[src/rtl/fp_add_align.sv]
// FP32 adder pre-alignment: unpack, magnitude swap, special-case bypass, and
// sticky right-shift of the smaller significand, as a 2-stage valid/ready pipe.
module fp_add_align #(
    parameter int SHIFT_W = 5
) (
    input  logic        clk,
    input  logic        rst_n,
    input  logic        in_valid,
    output logic        in_ready,
    input  logic [31:0] op_a,
    input  logic [31:0] op_b,
    input  logic        op_sub,
    output logic        out_valid,
    input  logic        out_ready,
    output logic [31:0] add_a,
    output logic [31:0] add_b,
    output logic        add_cin,
    output logic [7:0]  exp_out,
    output logic        sign_out,
    output logic        eff_sub,
    output logic        spec_flag,
    output logic [31:0] spec_result
);

    localparam logic [31:0] QNAN = 32'h7FC0_0000;

    // pipeline handshake
    logic s1_valid;
    logic s2_valid;
    logic s1_load;
    logic s2_load;

    // stage 1 combinational results
    logic               sign_a;
    logic               sign_b;
    logic [7:0]         exp_a;
    logic [7:0]         exp_b;
    logic [7:0]         eff_exp_a;
    logic [7:0]         eff_exp_b;
    logic [23:0]        sig_a;
    logic [23:0]        sig_b;
    logic               a_is_l;
    logic               mag_tie;
    logic               nan_a;
    logic               nan_b;
    logic               inf_a;
    logic               inf_b;
    logic [7:0]         exp_diff;
    logic [SHIFT_W-1:0] d_c;
    logic [23:0]        l_sig_c;
    logic [23:0]        s_sig_c;
    logic [7:0]         l_exp_c;
    logic               sub_c;
    logic               sign_c;
    logic               spec_c;
    logic [31:0]        spec_res_c;

    // stage 1 registers
    logic [23:0]        s1_l_sig;
    logic [23:0]        s1_s_sig;
    logic [SHIFT_W-1:0] s1_d;
    logic [7:0]         s1_exp;
    logic               s1_sign;
    logic               s1_eff_sub;
    logic               s1_spec;
    logic [31:0]        s1_spec_result;

    // stage 2 combinational results
    logic [31:0] l_word;
    logic [31:0] s_word;
    logic [31:0] shifted;
    logic [31:0] lost_mask;
    logic        sticky;
    logic [31:0] aligned;
    logic [31:0] b_word;

    assign s2_load   = !s2_valid || out_ready;
    assign s1_load   = !s1_valid || s2_load;
    assign in_ready  = s1_load;
    assign out_valid = s2_valid;

    always_comb begin
        sign_a     = op_a[31];
        sign_b     = op_b[31] ^ op_sub;
        exp_a      = op_a[30:23];
        exp_b      = op_b[30:23];
        eff_exp_a  = (exp_a == 8'd0) ? 8'd1 : exp_a;
        eff_exp_b  = (exp_b == 8'd0) ? 8'd1 : exp_b;
        sig_a      = {(exp_a != 8'd0), op_a[22:0]};
        sig_b      = {(exp_b != 8'd0), op_b[22:0]};
        nan_a      = (exp_a == 8'hFF) && (op_a[22:0] != 23'd0);
        nan_b      = (exp_b == 8'hFF) && (op_b[22:0] != 23'd0);
        inf_a      = (exp_a == 8'hFF) && (op_a[22:0] == 23'd0);
        inf_b      = (exp_b == 8'hFF) && (op_b[22:0] == 23'd0);
        a_is_l     = op_a[30:0] >= op_b[30:0];
        mag_tie    = op_a[30:0] == op_b[30:0];
        sub_c      = sign_a ^ sign_b;

        l_sig_c    = a_is_l ? sig_a : sig_b;
        s_sig_c    = a_is_l ? sig_b : sig_a;
        l_exp_c    = a_is_l ? eff_exp_a : eff_exp_b;
        exp_diff   = a_is_l ? (eff_exp_a - eff_exp_b) : (eff_exp_b - eff_exp_a);
        d_c        = (exp_diff > 8'd27) ? SHIFT_W'(27) : SHIFT_W'(exp_diff);

        // an exact cancellation yields +0 regardless of operand signs
        sign_c     = (mag_tie && sub_c) ? 1'b0 : (a_is_l ? sign_a : sign_b);

        spec_c     = 1'b0;
        spec_res_c = 32'd0;
        if (nan_a || nan_b) begin
            spec_c     = 1'b1;
            spec_res_c = QNAN;
        end else if (inf_a && inf_b && sub_c) begin
            spec_c     = 1'b1;
            spec_res_c = QNAN;
        end else if (inf_a) begin
            spec_c     = 1'b1;
            spec_res_c = {sign_a, 8'hFF, 23'd0};
        end else if (inf_b) begin
            spec_c     = 1'b1;
            spec_res_c = {sign_b, 8'hFF, 23'd0};
        end
    end

    always_ff @(posedge clk or negedge rst_n) begin
        if (!rst_n) begin
            s1_valid       <= 1'b0;
            s1_l_sig       <= '0;
            s1_s_sig       <= '0;
            s1_d           <= '0;
            s1_exp         <= '0;
            s1_sign        <= 1'b0;
            s1_eff_sub     <= 1'b0;
            s1_spec        <= 1'b0;
            s1_spec_result <= '0;
        end else if (s1_load) begin
            s1_valid <= in_valid;
            if (in_valid) begin
                s1_l_sig       <= l_sig_c;
                s1_s_sig       <= s_sig_c;
                s1_d           <= d_c;
                s1_exp         <= l_exp_c;
                s1_sign        <= sign_c;
                s1_eff_sub     <= sub_c;
                s1_spec        <= spec_c;
                s1_spec_result <= spec_res_c;
            end
        end
    end

    // everything shifted past bit 0 collapses into the sticky bit
    always_comb begin
        l_word    = {5'b0, s1_l_sig, 3'b000};
        s_word    = {5'b0, s1_s_sig, 3'b000};
        shifted   = s_word >> s1_d;
        lost_mask = (32'd1 << s1_d) - 32'd1;
        sticky    = |(s_word & lost_mask);
        aligned   = {shifted[31:1], shifted[0] | sticky};
        b_word    = s1_eff_sub ? ~aligned : aligned;
    end

    always_ff @(posedge clk or negedge rst_n) begin
        if (!rst_n) begin
            s2_valid    <= 1'b0;
            add_a       <= '0;
            add_b       <= '0;
            add_cin     <= 1'b0;
            exp_out     <= '0;
            sign_out    <= 1'b0;
            eff_sub     <= 1'b0;
            spec_flag   <= 1'b0;
            spec_result <= '0;
        end else if (s2_load) begin
            s2_valid <= s1_valid;
            if (s1_valid) begin
                add_a       <= l_word;
                add_b       <= b_word;
                add_cin     <= s1_eff_sub;
                exp_out     <= s1_exp;
                sign_out    <= s1_sign;
                eff_sub     <= s1_eff_sub;
                spec_flag   <= s1_spec;
                spec_result <= s1_spec_result;
            end
        end
    end

endmodule
[config.mk]
export PLATFORM = sky130hd
export DESIGN_NAME = fp_add_align
export DESIGN_NICKNAME = d
export VERILOG_FILES = /design/src/rtl/fp_add_align.sv
export SDC_FILE = /design/constraint.sdc
export NUM_CORES = 1
export LEC_CHECK = 0
export ABC_AREA = 1
export CAP_MARGIN = 20
export CORE_MARGIN = 8
export CORE_UTILIZATION = 30
export DETAILED_ROUTE_END_ITERATION = 7
export MAX_ROUTING_LAYER = met4
export PLACE_DENSITY = 0.55
export SLEW_MARGIN = 10
export SYNTH_ARGS = -nofsm -noshare
export SYNTH_HDL_FRONTEND = slang
export SYNTH_SLANG_ARGS = --single-unit
[constraint.sdc]
create_clock -name clk -period 1.5 [get_ports clk]
set_input_delay 0.225 -clock clk [delete_from_list [all_inputs] [get_ports clk]]
set_output_delay 0.225 -clock clk [all_outputs]
set_load 0.02 [all_outputs]
**After elaboration in Yosys (flattened, before gate mapping)**

Cells that the tools add are included.

- $add $sub $neg: 3
- Order comparisons: 2
- Eq/ne operators: 3
- Shift-type cells: 2
- Muxes and demuxes: 18
- Bitwise gates (word level): 5
- Reductions and logical operators: 23

Operators by type and width:

| operator | number |
|---|---|
| 2-to-1 mux 32 bit | 5 |
| 2-to-1 mux 24 bit | 2 |
| zero test 23 bit | 2 |
| nonzero test 23 bit | 2 |
| bitwise AND 27 x 32 -> 32 bit | 1 |
| 2-to-1 mux 8 bit | 4 |
| NOT 32 bit | 1 |
| OR reduction 32 bit | 1 |
| left shift 1 x 5 -> 32 bit, first input constant | 1 |
| right shift 27 x 5 -> 32 bit | 1 |
| subtractor 32 x 1 -> 32 bit, second input constant | 1 |
| == test 31 bit | 1 |
| greater-or-equal comparator 31 bit | 1 |
| == test 8 bit, second input constant | 2 |
| zero test 8 bit | 2 |
| nonzero test 8 bit | 2 |
| subtractor 8 bit | 2 |
| greater-than comparator 8 x 5 -> 1 bit, second input constant | 1 |
| logical AND 1 bit | 7 |
| 2-to-1 mux 1 bit | 6 |
| 2-to-1 mux 5 bit | 1 |
| AND reduction 2 bit | 2 |
| logical OR 1 bit | 3 |
| zero test 1 bit | 2 |
| other kinds (2) | 3 |

- Register bits: 197
- Input bits: 69
- Output and inout port bits: 110
- Logic and storage cells: 73

**Longest topological paths before layout**

- Word-level depth: 7
- Gate-level depth with buffers: 21
- Gate-level depth less buffers: 21

**Worst setup path before layout**

Ideal clock, no wire load.

- Path kind: input-to-reg
- Start: in op_b[28]
- End: reg s1_d[0]
- Library setup time: 0.113 ns
- Arrival: 2.208 ns
- Required time: 1.387 ns
- Slack: -0.821 ns
- Stages on the path: 21
- Buffers on the path: 0
- Cells stage by stage: nor4_1 > nand4_1 > inv_1 > nor2_1 > inv_1 > ha_1 > inv_1 > fa_1 > nand3_1 > nand2_1 > nand3_1 > nand2_1 > xor2_1 > nand2_1 > nand2_1 > inv_1 > nand2_2 > nor2_4 > nand3_1 > nand2_1 > inv_1

- Longest elaborated chain between the ends: 6
- Elaborated cells on any way between the ends: 8
- Those cells by class: add/sub: 2; order compare: 2; mux: 3; reduce/logical: 1

Ends and longest elaborated chain:

| element | line | source |
|---|---|---|
| start: declaration | 11 | `input logic [31:0] op_b,` |
| zero test 8 bit | 88 | `eff_exp_b = (exp_b == 8'd0) ? 8'd1 : exp_b;` |
| 2-to-1 mux 8 bit | 88 |  |
| subtractor 8 bit | 102 | `exp_diff = a_is_l ? (eff_exp_a - eff_exp_b) : (eff_exp_b - eff_exp_a);` |
| 2-to-1 mux 8 bit (*) | 102 |  |
| greater-than comparator 8 x 5 -> 1 bit | 103 | `d_c = (exp_diff > 8'd27) ? SHIFT_W'(27) : SHIFT_W'(exp_diff);` |
| 2-to-1 mux 5 bit (*) | 103 |  |
| end signal: assignment | 130 | `s1_d <= '0;` |
| end signal: assignment | 141 | `s1_d <= d_c;` |
| end: declaration | 61 | `logic [SHIFT_W-1:0] s1_d;` |

Mark *: on every way between the ends. The rest lies on a longest branch, timed or not.
A chain may end at the register's enable or synchronous reset.

**Worst setup path in the final report**

- Start: in op_b[28]
- End: reg s1_d[1]

Same word-level chain as after synthesis.

==> impl_summary.txt <==
----------------------------------------------------
[Timing]
  Total of endpoints with negative setup slack in the final report ... 90
  Pins Over Slew Limit ... 0
  Final critical-path required period ... 2.16 ns
  Final worst clock skew ... approximately 0.013 ns
  Setup repair after global routing missed its margin ... true
  Worst-case setup margin in the final layout ... -0.659 ns
  Fmax ... 463 MHz
  Final TNS setup ... -27.78 ns
  Hold Violations, Final ... 0
  Tcrit/Tclk final ... 1.44

[Floorplan]
  Area of the placeable core ... 30500 µm²
  Initial core utilization ... 0.303
  Die Area ... 36700 µm²
  Chip width ... 192 µm
  Floorplan die height ... about 190 µm
  Number of rows created at floorplan ... 64
  Top-level port count ... 179

[Yosys]
  Number of enable-type register cells in the synthesized netlist ... 0
  Xor/xnor share of the synthesized area ... 0.0104
  Synthesized-area fraction occupied by ao, oa, aoi and oai cells ... 0.201
  Adder-cell area share of the yosys netlist ... 0.0652
  Mapped Avg Cell Area ... 7.20 µm²
  Share of synthesized area spent on multiplexers ... 0.0141
  Area fraction in and, or, nand and nor cells after synthesis ... 0.206
  Seq cells post-synth ... between 100 and 150
  Post-synth top area share ... 0.357
  Ys Warns ... 0
  Largest family of logic cells by synthesized area ... simple AND/OR/NAND/NOR gates
  Largest area contributor in the netlist ... sky130_fd_sc_hd__dfrtp_1
  Total standard cell area after synthesis ... 9250 µm²
  Post-synth ARST share ... 1.00
  Leading register cell type out of synthesis ... sky130_fd_sc_hd__dfrtp_1
  Sequential share of the synthesized area ... 0.357
  Main area contributors after synthesis ... sky130_fd_sc_hd__dfrtp_1 (36%), sky130_fd_sc_hd__nand2_1 (12%), sky130_fd_sc_hd__o21ai_0 (11%)
  Synth Instances ... 1285
  Number of distinct standard cells referenced by the synthesized netlist ... 46

[Pwr]
  Internal ... 10.7 mW
  Share of total power consumed by net switching ... 0.403
  Logic gate share of total power ... 0.486
  Net Sw Power ... approximately 7.2 mW
  PD cells ... roughly 1100 nW/µm²
  Max IR drop VDD ... 0.750 mV
  Power share of the clock group ... 0.234
  Sequential cell fraction of total power ... 0.281
  Leak Pwr ... 7.89 nW

[Detailed routing]
  Antenna viol nets, final ... 0
  Total DRC errors in the routed layout ... 0
  Wire length reported by the detailed router ... 35600 µm
  Length of the first detailed-routing pass in iterations ... 5
  Via count of the routed design ... 10.1k
  Average via count per standard cell ... 4.78
  Wire per inst ... 16.9 µm
  Number of DRC markers in iteration 0 ... 662

[Cells and area]
  Finished Layout Cells ... 2106
  Final instance area ... 15600 µm²
  Most common library cell in the layout ignoring fill and taps ... sky130_fd_sc_hd__buf_4
  Total number of nets in the final design ... 1813
  Area Growth Syn to Fin ... 68.7%
  Fraction of layout instances using a drive strength above 1 ... 0.402
  Filler Cells Inserted ... 2911
  Most used cells in the layout excluding fill and tap cells ... sky130_fd_sc_hd__buf_4 (271), sky130_fd_sc_hd__nand2_1 (267), sky130_fd_sc_hd__dfrtp_1 (131)
  Antenna Cells ... 0

[Placement]
  Count of input and output buffers ... 148
  Last weighted congestion value of the routability-driven placer ... 0.925
  Placement-stage cell area ... 13700 µm²
  HPWL reported at the end of detailed placement ... 27200 µm
  Number of placed instances, taps included ... 2028

[Clock tree]
  TritonCTS clock tree ... yes
  CTS HTree Levels ... 4
  Clock insertion delay at the later pin of the skew report ... 0.43 ns
  Clk slew on worst S/H paths ... ~0.080 ns
  Maximum clock insertion buffer count ... 2
  Clock tree sinks ... 132
  Number of clock buffers inserted by TritonCTS ... 17
  Library cell used as clock root buffer ... sky130_fd_sc_hd__clkbuf_16

[Critical path]
  Largest fanout on the critical path ... 5
  Required time reported for the critical path endpoint ... between 1.5 and 2 ns
  Crit path DAT ... ~2.5 ns
  Critical Path Source Type ... input port
  Type of element capturing the critical path ... flop
  Type of the worst setup path ... in2reg

[Global routing]
  Global-route wire length before repair ... 55200 µm
  Antenna violations before repair ... 0
  Number of global-route vias before repair ... 10.1k
  Maximum number of pins on one net before global-route repair ... 53
  Leftover overflow at the end of global routing ... 0
  All-layer global routing usage ... 0.196

[Hold path]
  Path type of the worst min-delay path ... in2reg

[Run]
  Count of maximum capacitance violations ... 0

[Status]
  Failing checks ... setup timing
  Result of the run ... complete, but fails checks

----------------------------------------------------
state kept, by name, summed over array words and instances, names as in the netlist:
name / count
add_b: 28
add_a: 24
s1_l_sig: 24
s1_s_sig: 24
exp_out: 8
s1_exp: 8
s1_d: 5
s1_spec_result: 3
spec_result: 3
out_valid: 1
s1_eff_sub: 1
s1_sign: 1
s1_valid: 1
sign_out: 1
power by group through the flow:
stage	Combinational [mW]	Sequential [mW]	Clock (mW)
global placement	8.04	5.10	0
CTS	8.49	5.05	4.27
detailed placement	8.10	5.12	0
finish	8.71	5.03	4.19
global route	9.44	5.15	4.44
floorplan	3.58	5.75	0
Yosys cell counts, drive strengths merged (16+ instances only):
library cell	count
o211ai	18
o21ai	206
ha	45
nand3	55
dfrtp	132
nor2	60
clkbuf	38
inv	170
o22ai	16
a21oi	85
nand2	295
buf	82
nand4	16
per-stage QoR:
| stage | setup slack, ns | hold WS, ns | total power [mW] | util |
|---|---|---|---|---|
| after detailed placement | -1.47 | 0.163 | 13.2 | 0.449 |
| after global routing | -0.843 | 0.0915 | 19.0 | 0.511 |
| after floorplan | -0.765 | -0.0706 | 9.34 | - |
| after global placement | -1.42 | 0.160 | 13.1 | 0.449 |
| after CTS | -0.646 | 0.175 | 17.8 | 0.498 |
| final | -0.659 | 0.0782 | 17.9 | 0.511 |
final timing paths:
kind	start	endpoint	slack [ns]	depth (start not counted)
max	op_b[28]	s1_d[1]	-0.66	22
min	op_b[18]	s1_l_sig[18]	0.08	3
max reg2reg	s1_d[0]	add_b[0]	-0.44	10
min reg2reg	s1_spec_result[31]	s1_spec_result[31]	0.48	2
max in group asynchronous	rst_n	s1_l_sig[19]	0.69	3
min in group asynchronous	rst_n	add_b[1]	0.27	2
logic make-up after synthesis:
kind of cell    Yosys count
fa+ha+maj                47
xor+xnor                 11
buf+inv                 292
simple gates            444
flops                   132
mux                      13
compound gates          345
other cells               1
worst max-delay path: stages:
cell                      delay (ns)
sky130_fd_sc_hd__buf_6          0.10
sky130_fd_sc_hd__nor4_4         0.27
sky130_fd_sc_hd__nand4_1        0.15
sky130_fd_sc_hd__inv_1          0.13
sky130_fd_sc_hd__nor2_2         0.05
sky130_fd_sc_hd__inv_2          0.07
sky130_fd_sc_hd__ha_4           0.13
sky130_fd_sc_hd__inv_2          0.04
sky130_fd_sc_hd__fa_2           0.39
sky130_fd_sc_hd__nand3_2        0.07
sky130_fd_sc_hd__nand2_2        0.07
sky130_fd_sc_hd__nand3_2        0.06
sky130_fd_sc_hd__nand2_1        0.06
sky130_fd_sc_hd__xor2_1         0.14
sky130_fd_sc_hd__nand2_1        0.05
sky130_fd_sc_hd__nand2_1        0.06
sky130_fd_sc_hd__inv_2          0.05
sky130_fd_sc_hd__nand2_2        0.06
sky130_fd_sc_hd__nor2_4         0.14
sky130_fd_sc_hd__nand3_2        0.09
sky130_fd_sc_hd__nand2_1        0.06
sky130_fd_sc_hd__inv_1          0.04
final cells by class:
class / count / area, µm² / share of cell area
Clock inverter: 14 / 144 / 0.00922
Multi-Input combinational cell: 890 / 6020 / 0.386
Sequential cell: 132 / 3300 / 0.212
Timing Repair Buffer: 484 / 4490 / 0.287
Inverter: 172 / 727 / 0.0466
Clock buffer: 18 / 429 / 0.0275
Tap cell: 396 / 495 / 0.0318
timing repair:
action | 4_1_cts | 5_1_grt
cloned | 8 | 1
setup buffers | 50 | 10
hold buffers | 1 | 0
resized for setup | 290 | 215
setup endpoints to repair | 172 | 144
hold endpoints to repair | 31 | 0
pin swaps | 33 | 36
metal layers:
layer,routed length [µm],share of wire,up-vias,track usage
li1,-,-,4990,-
met1,16500,0.46,4777,0.254
met2,16700,0.47,241,0.316
met3,1630,0.046,50,0.0278
met4,820,0.023,0,0.0574
met5,0,0,-,-
Note: power is estimated with default switching activity, not from simulation.
